`src/rtl/ram_stream_reader.sv`:
```
// ram_stream_reader
//   Read-side sequencer for a simple dual-port RAM with a combinational read
//   port. A start command walks a contiguous (wrapping) address window. Each
//   word is registered onto a valid/ready stream with backpressure.
//
// Ports:
//   clk, rst_n           clock, asynchronous active-low reset
//   start                one-cycle command pulse, sampled only in IDLE
//   start_addr, len      burst window (len = 0 .. 2**ADDR_WIDTH words)
//   raddr / rdata        RAM read address / combinational read data
//   m_data, m_valid      registered output stream
//   m_ready              consumer ready
//   busy                 burst in progress
//   done                 one-cycle completion pulse
//   checksum             XOR of handshaken words (only with READER_CKSUM_EN)
//
// Optional feature: define READER_CKSUM_EN to add the checksum port.
module ram_stream_reader #(
  parameter int ADDR_WIDTH = 4,
  parameter int DATA_WIDTH = 8
) (
  input  logic                  clk,
  input  logic                  rst_n,
  input  logic                  start,
  input  logic [ADDR_WIDTH-1:0] start_addr,
  input  logic [ADDR_WIDTH:0]   len,
  output logic [ADDR_WIDTH-1:0] raddr,
  input  logic [DATA_WIDTH-1:0] rdata,
  output logic [DATA_WIDTH-1:0] m_data,
  output logic                  m_valid,
  input  logic                  m_ready,
  output logic                  busy,
  output logic                  done
`ifdef READER_CKSUM_EN
  ,
  output logic [DATA_WIDTH-1:0] checksum
`endif
);

  typedef enum logic [1:0] {
    S_IDLE   = 2'd0,
    S_STREAM = 2'd1,
    S_FLUSH  = 2'd2
  } state_t;

  localparam logic [ADDR_WIDTH-1:0] ADDR_ONE = 1;
  localparam logic [ADDR_WIDTH:0]   REM_ONE  = 1;

  state_t                  state, state_nxt;
  logic [ADDR_WIDTH-1:0]   addr, addr_nxt;
  logic [ADDR_WIDTH:0]     remain, remain_nxt;
  logic [DATA_WIDTH-1:0]   data_nxt;
  logic                    valid_nxt, busy_nxt, done_nxt;
  logic                    slot_free;
  logic                    accept;

  // Output register can take a new word if it is empty or being drained now.
  assign slot_free = !m_valid || m_ready;
  assign accept    = (state == S_IDLE) && start && (len != '0);
  assign raddr     = addr;

  always_ff @(posedge clk or negedge rst_n) begin
    if (!rst_n) begin
      state   <= S_IDLE;
      addr    <= '0;
      remain  <= '0;
      m_data  <= '0;
      m_valid <= 1'b0;
      busy    <= 1'b0;
      done    <= 1'b0;
    end else begin
      state   <= state_nxt;
      addr    <= addr_nxt;
      remain  <= remain_nxt;
      m_data  <= data_nxt;
      m_valid <= valid_nxt;
      busy    <= busy_nxt;
      done    <= done_nxt;
    end
  end

  always_comb begin
    state_nxt  = state;
    addr_nxt   = addr;
    remain_nxt = remain;
    data_nxt   = m_data;
    valid_nxt  = m_valid;
    busy_nxt   = busy;
    done_nxt   = 1'b0;
    case (state)
      S_IDLE: begin
        if (start) begin
          if (len != '0) begin
            addr_nxt   = start_addr;
            remain_nxt = len;
            busy_nxt   = 1'b1;
            state_nxt  = S_STREAM;
          end else begin
            // Empty burst completes immediately without touching the stream.
            done_nxt = 1'b1;
          end
        end
      end
      S_STREAM: begin
        if (slot_free && (remain != '0)) begin
          data_nxt   = rdata;
          valid_nxt  = 1'b1;
          addr_nxt   = addr + ADDR_ONE;   // wraps modulo depth
          remain_nxt = remain - REM_ONE;
          if (remain == REM_ONE) state_nxt = S_FLUSH;
        end
      end
      S_FLUSH: begin
        if (m_valid && m_ready) begin
          valid_nxt = 1'b0;
          busy_nxt  = 1'b0;
          done_nxt  = 1'b1;
          state_nxt = S_IDLE;
        end
      end
      default: state_nxt = S_IDLE;
    endcase
  end

`ifdef READER_CKSUM_EN
  always_ff @(posedge clk or negedge rst_n) begin
    if (!rst_n) begin
      checksum <= '0;
    end else if (accept) begin
      checksum <= '0;
    end else if (m_valid && m_ready) begin
      checksum <= checksum ^ m_data;
    end
  end
`endif

endmodule

```
`config.mk`:
```
export PLATFORM = sky130hd
export DESIGN_NAME = ram_stream_reader
export DESIGN_NICKNAME = d
export VERILOG_FILES = /design/src/rtl/ram_stream_reader.sv
export SDC_FILE = /design/constraint.sdc
export NUM_CORES = 1
export LEC_CHECK = 0
export BUFFER_PORTS_ARGS = -buffer_cell sky130_fd_sc_hd__buf_2
export CAP_MARGIN = 25
export CORE_MARGIN = 2
export CORE_UTILIZATION = 45
export DETAILED_ROUTE_END_ITERATION = 12
export PLACE_DENSITY_LB_ADDON = 0.25
export SLEW_MARGIN = 20
export SYNTH_ARGS = -nofsm -noshare
export SYNTH_HDL_FRONTEND = slang
export SYNTH_SLANG_ARGS = --single-unit
```
`constraint.sdc`:
```
create_clock -name clk -period 4.5 [get_ports clk]
set_input_delay 0.225 -clock clk [delete_from_list [all_inputs] [get_ports clk]]
set_output_delay 0.225 -clock clk [all_outputs]
set_load 0.01 [all_outputs]
```
==> flow_metrics.tcl, run 1 <==
set metrics [dict create \
    status "finished, final reports clean" \
    synthArstFlopShare 1.00 \
    cp-end-kind "flip-flop" \
    synth.net_count 135 \
    via_per_inst 5.17 \
    antennaDiodeCount 0 \
    rows 17 \
    hold_violations 0 \
    path_class "flip-flop to flip-flop" \
    io_pins 36 \
    power.leakage_nw 0.615 \
    setup_violations 0 \
    drc_errors 0 \
    wl_per_cell_um 12.0 \
    fillers 217 \
    power_density_mw_per_mm2 580 \
    top_layer "met4" \
    period_needed_ns 2.24 \
    synth_area_sq_mm 0.00108 \
    cts_buffer_depth 2 \
    synth.most_common_cell "nand2_1" \
    first_global_vias 880 \
    wl_met1_mm 1.01 \
    report.final.slew_viol_count 0 \
    die-area_sq_mm 0.00281 \
    layout-drive-gt1-share 0.313 \
    cts_hold_buffers 1 \
    cts_tree "done" \
    tns_ns 0 \
    drv_cap 0 \
    wirelength_mm 2.11 \
    drtPass1Iterations 4 \
    hold_class "input pin to flip-flop" \
    die_h_um 53.0 \
    post-cts-setup-buffer-count 0 \
    coreArea_sq_mm 0.00223 \
    place_congestion 0.784 \
    numPortBuffers 35 \
    clk_pin_slew_ns 0.11 \
    grtUsageTotal 0.179 \
    num_vias 905 \
    synth_ff_type "dfrtp_1" \
    syn_inst 111 \
    area_delta_synth_final_pct 20.9 \
    synth_seq_cells 22 \
    start_kind "flip-flop" \
    tightestPinTransition_ns 0.941 \
    nets 173 \
    dpl.hpwl_mm 1.59 \
    drt_iter0_drc 15 \
    yosysTopAreaCell "dfrtp_1" \
    dr_wl_met3_um 114 \
    grt_overflow 0 \
    synth_warnings 0 \
    relSlewSlack 0.369 \
    grt_pass1_wl_mm 3.71 \
    finClkSkew_ns 0.00603 \
    critPathArrivalTime_ns 2.46 \
    grt_max_degree 23 \
    layout_setup_ws_ns 2.26 \
    post_cts_resized 0 \
    period_share 0.499 \
    ys_seq_area_frac 0.510 \
    clock_sinks 22 \
    max-vdd-ir-drop_mv 0.357 \
    rsz0062_at_grt "false" \
    cts_buffers 3 \
    post-place-ws_ns 2.24 \
    path_max_fanout 17 \
    start_util 0.483 \
    synth_cell_types 34 \
    synth_edf_count 0 \
    synth_common_cells "nand2_1, dfrtp_1, nor2_1" \
    antenna_found_initial 0 \
    wl_met2_um 967 \
    clock_latency_ns 0.30 \
    die_w_um 53.0 \
    timing.fmax_mhz 446 \
    cts.root.buffer_cell "clkbuf_4" \
    yosysTopAreaCellShare 0.510 \
    antenna_left 0 \
    crit_required_ns 4.71 \
    cts_max_level 1 \
    syn_avg_cell_area_sq_um 9.73 \
    ys_top_cells_by_area "dfrtp_1, nand2_1, ha_1" \
]
==> sequential cells by signal (all words and copies together), names as in the netlist <==
| signal | flops |
|---|---|
| m_data | 8 |
| remain | 5 |
| raddr | 4 |
| state | 2 |
| busy | 1 |
| done | 1 |
| m_valid | 1 |
==> cell usage in the layout, fill, tap and decap left out, drive strengths merged, types with 2 or more instances in the layout <==
| master | count |
|---|---|
| dfrtp | 22 |
| o211ai | 2 |
| nand2b | 2 |
| nor2 | 8 |
| inv | 2 |
| nor3 | 3 |
| or3 | 2 |
| o221a | 2 |
| nand3b | 2 |
| clkbuf | 3 |
| o21ai | 4 |
| nand3 | 2 |
| a311oi | 2 |
| a211oi | 2 |
| ha | 3 |
| buf | 35 |
| a21oi | 3 |
| nand2 | 34 |
==> path summary, 6_finish.rpt <==
kind	start	endpoint	slack, ns	depth (start not counted)
min reg2reg	m_data[1]	m_data[1]	0.48	2
max	remain[0]	raddr[2]	2.26	6
max reg2reg	remain[0]	raddr[2]	2.26	6
min in group asynchronous	rst_n	raddr[2]	0.41	2
max in group asynchronous	rst_n	m_data[4]	3.76	2
min	rdata[3]	m_data[3]	0.11	3
==> layout make-up <==
type,instances,area [sq um],share of cell area
clock buffers,3,22.5,0.0173
inverters,2,7.51,0.00575
multi-input cells,84,504,0.386
flip-flops and latches,22,551,0.422
well taps,28,35.0,0.0268
repair buffers,36,185,0.142
==> logic make-up (layout without fill, tap and decap cells) <==
kind of cell / after synthesis / count (layout) / synth area share
AO/OA/AOI/OAI: 22 / 22 / 0.160
buffers and inverters: 5 / 41 / 0.0232
flip-flops: 22 / 22 / 0.510
AND/OR/NAND/NOR: 59 / 59 / 0.272
adder cells (fa/ha/maj): 3 / 3 / 0.0348
==> metal layers <==
metal,track usage,vias up
met5,0,-
met3,0.0169,2
met4,0.0641,0
li1,-,467
met1,0.241,409
met2,0.298,27
==> critical path: stages (launching register included) <==
cell	delay, ns
dfrtp_1	0.44
inv_1	0.07
ha_1	0.24
nor4b_2	0.19
nor3_2	0.78
a211oi_1	0.17
a311oi_1	0.26
==> through the flow <==
step	total power [mW]	util	cell area, sq um	std cells	hold slack [ns]
after floorplan	0.570	-	1080	111	-0.0706
after global placement	0.669	0.570	1270	171	0.210
after detailed placement	0.682	0.570	1270	171	0.223
after CTS	0.769	0.584	1310	175	0.0974
after global routing	0.832	0.584	1310	175	0.106
final	0.757	0.584	1310	175	0.106
==> report_power, final <==
group / switching [mW] / total [mW] / internal, mW / leakage (nW)
clock: 0.0540 / 0.0852 / 0.0312 / 0.0138
sequential: 0.0722 / 0.354 / 0.281 / 0.259
combinational: 0.175 / 0.319 / 0.144 / 0.342
total: 0.301 / 0.757 / 0.457 / 0.615
Power figures use the tool's default switching activity.
==> run 2: changes to the inputs <==
Clock period 4.5 ns to 2.3 ns, I/O delays scaled along.
==> run 2 against run 1 <==
Net effect:
- first-iteration DRC count shrank 33%
- sequential power grew 97%
- register-to-register slack worse by 2.0 ns
- cell area increased by 5.5%
- die area is the same
- largest power group unchanged
==> flow_metrics.tcl, run 2 (same netlist as run 1, synthesis figures left out) <==
set metrics [dict create \
    crit_slowest_cell "dfrtp_1" \
    hold_violations 0 \
    regMostFlops "m_data" \
    area_delta_synth_final_pct 27.5 \
    first_global_vias 947 \
    cts_buffer_depth 2 \
    io_pins 36 \
    p_int_mw 0.941 \
    die-area_sq_mm 0.00281 \
    largest_reg_flops 8 \
    postLayoutCellArea_sq_mm 0.00138 \
    rows 17 \
    max-vdd-ir-drop_mv 0.685 \
    die_w_um 53.0 \
    post_cts_resized 0 \
    numPortBuffers 35 \
    place_congestion 0.870 \
    cts_tree "done" \
    final_cells 182 \
    crit_required_ns 2.50 \
    wirelength_mm 2.40 \
    post-cts-setup-buffer-count 0 \
    pwr-share-seq 0.449 \
    drc_errors 0 \
    path_buf_inv 1 \
    antenna_left 0 \
    layout-drive-gt1-share 0.312 \
    report.final.slew_viol_count 0 \
    grt_max_degree 23 \
    rsz0062_at_grt "false" \
    clock_sinks 22 \
    drt_iter0_drc 10 \
    critical_path.max_stage_delay_ns 0.46 \
    drv_cap 0 \
    multi_input_area_sq_um 504 \
    start_util 0.483 \
    power.leakage_nw 0.648 \
    coreArea_sq_mm 0.00223 \
    num_vias 963 \
    via_per_inst 5.29 \
    fillers 221 \
    clkPwrFrac 0.135 \
    grt_pass1_wl_mm 4.03 \
    setup_violations 0 \
    status "finished, final reports clean" \
    critPathArrivalTime_ns 2.28 \
    finalPower_mw 1.55 \
    period_needed_ns 2.08 \
    path_class "flip-flop to flip-flop" \
    cp_top_family "simple AND/OR/NAND/NOR gates" \
    finClkSkew_ns 0.00188 \
    grtUsageTotal 0.198 \
    p_comb_frac 0.416 \
    start_kind "flip-flop" \
    clk_pin_slew_ns 0.12 \
    cts_hold_buffers 5 \
    grt_overflow 0 \
    cts_buffers 3 \
    tns_ns 0 \
    wl_per_cell_um 13.2 \
    cts_max_level 1 \
    cp-end-kind "flip-flop" \
    cts.root.buffer_cell "clkbuf_4" \
    switching_power_mw 0.613 \
    tightestPinTransition_ns 0.539 \
    power_density_mw_per_mm2 1130 \
    timing.fmax_mhz 482 \
    dpl.hpwl_mm 1.71 \
    nets 179 \
    drtPass1Iterations 4 \
    clock_latency_ns 0.30 \
    layout_commonest_cell "buf_2" \
    relSlewSlack 0.641 \
    hold_class "input pin to flip-flop" \
    postPlaceCellArea_sq_mm 0.00128 \
    antennaDiodeCount 0 \
    die_h_um 53.0 \
    antenna_found_initial 0 \
    ff_latch_area_sq_um 551 \
    dp_cells 172 \
    path_cells "inv_1 -> ha_1 -> nor4b_2 -> or3_1 -> nand2_1 -> o221a_2" \
    path_max_fanout 14 \
    final_cell_mix "buf_2, nand2_1, dfrtp_1, nor2_1, dlygate4sd3_1" \
    switching_share 0.394 \
    period_share 0.903 \
]
==> run 2: changes by cell type in the layout (fill, tap and decap cells not counted), sizes merged <==
cell,previous run,this run
clkbuf,3,4
buf,35,36
dlygate4sd3,1,6
==> run 2: final cells by class <==
type                    count  share of cell area
multi-input cells          84               0.366
clock buffers               4              0.0264
inverters                   2             0.00545
well taps                  28              0.0255
flip-flops and latches     22               0.400
repair buffers             42               0.176
==> run 2: final timing paths <==
check | start | endpoint | slack [ns] | cells after the start
min in group asynchronous | rst_n | remain[4] | 0.29 | 2
max in group asynchronous | rst_n | m_data[0] | 1.68 | 2
worst max-delay path | remain[0] | raddr[0] | 0.22 | 6
worst min register to register | m_data[5] | m_data[5] | 0.49 | 2
worst max register to register | remain[0] | raddr[0] | 0.22 | 6
worst min-delay path | rdata[7] | m_data[7] | 0.008 | 3
==> run 2: tightest hold or removal path, cell delays in order <==
cell and delay (ns):
buf_2 0.08, nand2_1 0.04, nand2_1 0.05
==> run 2: metal layers <==
metal / track usage / up-vias / share of wire
li1: - / 480 / -
met1: 0.241 / 458 / 0.45
met2: 0.354 / 23 / 0.50
met3: 0.0254 / 2 / 0.042
met4: 0.0769 / 0 / 0.0071
met5: 0 / - / 0
==> run 2: power groups by stage <==
stage,registers [mW],logic [mW],clock network (mW)
after global routing,0.729,0.733,0.235
after global placement,0.695,0.628,0
after floorplan,0.735,0.379,0
after CTS,0.698,0.657,0.215
final,0.698,0.647,0.210
after detailed placement,0.705,0.648,0
==> run 2: per-stage QoR <==
step	hold WS [ns]	utilization	worst slack (ns)
after floorplan	-0.181	-	0.544
after global placement	0.101	0.573	0.306
after detailed placement	0.107	0.573	0.222
after CTS	0.000679	0.612	0.190
after global routing	0.0149	0.616	0.0441
final	0.00785	0.616	0.224
==> run 3: changes to the inputs <==
Settings changed: SLEW_MARGIN 20 to unset.
Clock period 2.3 ns to 2.25 ns, I/O delays scaled along.
==> run 3 against run 2 <==
Net effect:
- fmax up 8.6%
- hold slack gained 0.0047 ns
- global-route usage up 0.12 points
- flip-flop and latch count unchanged
- sequential power grew 2%
- clock skew up 0.0030 ns
- die area did not move
- largest power group unchanged
==> flow_metrics.tcl, run 3 (same netlist as run 1, synthesis figures left out) <==
set metrics [dict create \
    coreArea_sq_mm 0.00223 \
    die_h_um 53.0 \
    tightestPinTransition_ns 0.548 \
    hp-start "rdata[4]" \
    p_comb_frac 0.420 \
    numPortBuffers 35 \
    clock_latency_ns 0.30 \
    ff_latch_area_sq_um 551 \
    period_share 0.850 \
    wl_per_cell_um 13.2 \
    regToRegSetupSlack_ns 0.34 \
    cts_max_level 1 \
    grt_overflow 0 \
    clk_pin_slew_ns 0.12 \
    power_density_mw_per_mm2 1150 \
    layout-drive-gt1-share 0.316 \
    drtPass1Iterations 4 \
    rsz0062_at_grt "false" \
    finClkSkew_ns 0.00493 \
    drt_iter0_drc 9 \
    antenna_found_initial 0 \
    clkPwrFrac 0.134 \
    cts_buffers 3 \
    p_int_mw 0.970 \
    fillers 219 \
    grt_max_degree 23 \
    dpl.hpwl_mm 1.71 \
    cts.root.buffer_cell "clkbuf_4" \
    whs_endpoint "m_data[4]" \
    first_global_vias 953 \
    die_w_um 53.0 \
    final_cells 183 \
    timing.fmax_mhz 523 \
    antenna_left 0 \
    dp_cells 172 \
    start_util 0.483 \
    regMostFlops "m_data" \
    die-area_sq_mm 0.00281 \
    path_class "flip-flop to flip-flop" \
    hold_class "input pin to flip-flop" \
    max-vdd-ir-drop_mv 0.698 \
    drc_errors 0 \
    cts_buffer_depth 2 \
    cts_tree "done" \
    relSlewSlack 0.634 \
    crit_required_ns 2.48 \
    hold_violations 0 \
    largest_reg_flops 8 \
    wirelength_mm 2.41 \
    switching_power_mw 0.631 \
    grt_pass1_wl_mm 4.05 \
    pwr-share-seq 0.447 \
    place_congestion 0.870 \
    num_vias 967 \
    via_per_inst 5.28 \
    worstReg2RegStart "remain[0]" \
    drv_cap 0 \
    start_kind "flip-flop" \
    r2r-end "raddr[3]" \
    r2r_cells 6 \
    layout_commonest_cell "buf_2" \
    io_pins 36 \
    period_needed_ns 1.91 \
    final_cell_mix "buf_2, nand2_1, dfrtp_1, nor2_1, dlygate4sd3_1" \
    rows 17 \
    min_path_cells 3 \
    setup_violations 0 \
    post-cts-setup-buffer-count 0 \
    switching_share 0.394 \
    nets 180 \
    critPathArrivalTime_ns 2.14 \
    antennaDiodeCount 0 \
    grtUsageTotal 0.200 \
    clock_sinks 22 \
    power.leakage_nw 0.654 \
    tns_ns 0 \
    multi_input_area_sq_um 509 \
    area_delta_synth_final_pct 28.9 \
    path_max_fanout 14 \
    cp-end-kind "flip-flop" \
    status "finished, final reports clean" \
    report.final.slew_viol_count 0 \
]
run 3: worst max-delay path by stage:
| stage | slack (ns) | from | cells after the start | endpoint |
|---|---|---|---|---|
| 5_1_grt | 0.22 | remain[0] | 6 | raddr[3] |
| 4_1_cts | 0.14 | remain[0] | 6 | raddr[0] |
| 6_report | 0.34 | remain[0] | 6 | raddr[3] |
| 3_3_place_gp | 0.26 | remain[0] | 6 | remain[0] |
| 2_1_floorplan | 0.49 | remain[0] | 7 | raddr[1] |
| 3_5_place_dp | 0.17 | remain[0] | 6 | remain[0] |
run 3: timing repair:
action | in CTS | in global routing
resized for setup | 0 | 1
hold endpoints to repair | 27 | 1
setup endpoints to repair | 0 | 1
hold buffers | 6 | 1
run 3: per-layer routing:
layer  vias to the layer above  global-route usage  part of all wire
li1                        479                   -                 -
met1                       463               0.241              0.46
met2                        23               0.358              0.49
met3                         2              0.0254             0.041
met4                         0              0.0769            0.0070
met5                         -                   0                 0
run 3: power by group through the flow:
stage / Combinational, mW / Clock, mW / Sequential, mW
after floorplan: 0.388 / 0 / 0.752
after detailed placement: 0.663 / 0 / 0.721
after global routing: 0.757 / 0.240 / 0.745
final: 0.672 / 0.214 / 0.715
after CTS: 0.673 / 0.219 / 0.714
after global placement: 0.642 / 0 / 0.711
run 3: area by class of cell:
class,instances,area share
sequential,22,0.396
multi-input combinational,84,0.366
timing repair buffer,43,0.182
clock buffer,4,0.0261
tap,28,0.0252
inverter,2,0.00540
run 3: metrics by stage:
step	util	setup slack, ns	power (mW)	hold slack [ns]	instance area [sq um]
final	0.623	0.338	1.60	0.0125	1390
after global routing	0.623	0.224	1.74	0.0124	1390
after CTS	0.616	0.140	1.61	0.00299	1380
after detailed placement	0.573	0.172	1.38	0.105	1280
after global placement	0.573	0.256	1.35	0.0989	1280
after floorplan	-	0.494	1.14	-0.183	1080
run 3: worst max-delay path, stage by stage, from the launching register on:
cell	delay, ns
dfrtp_1	0.46
inv_1	0.07
ha_1	0.24
nor4b_2	0.19
or3_4	0.48
or2_0	0.24
o211ai_1	0.15
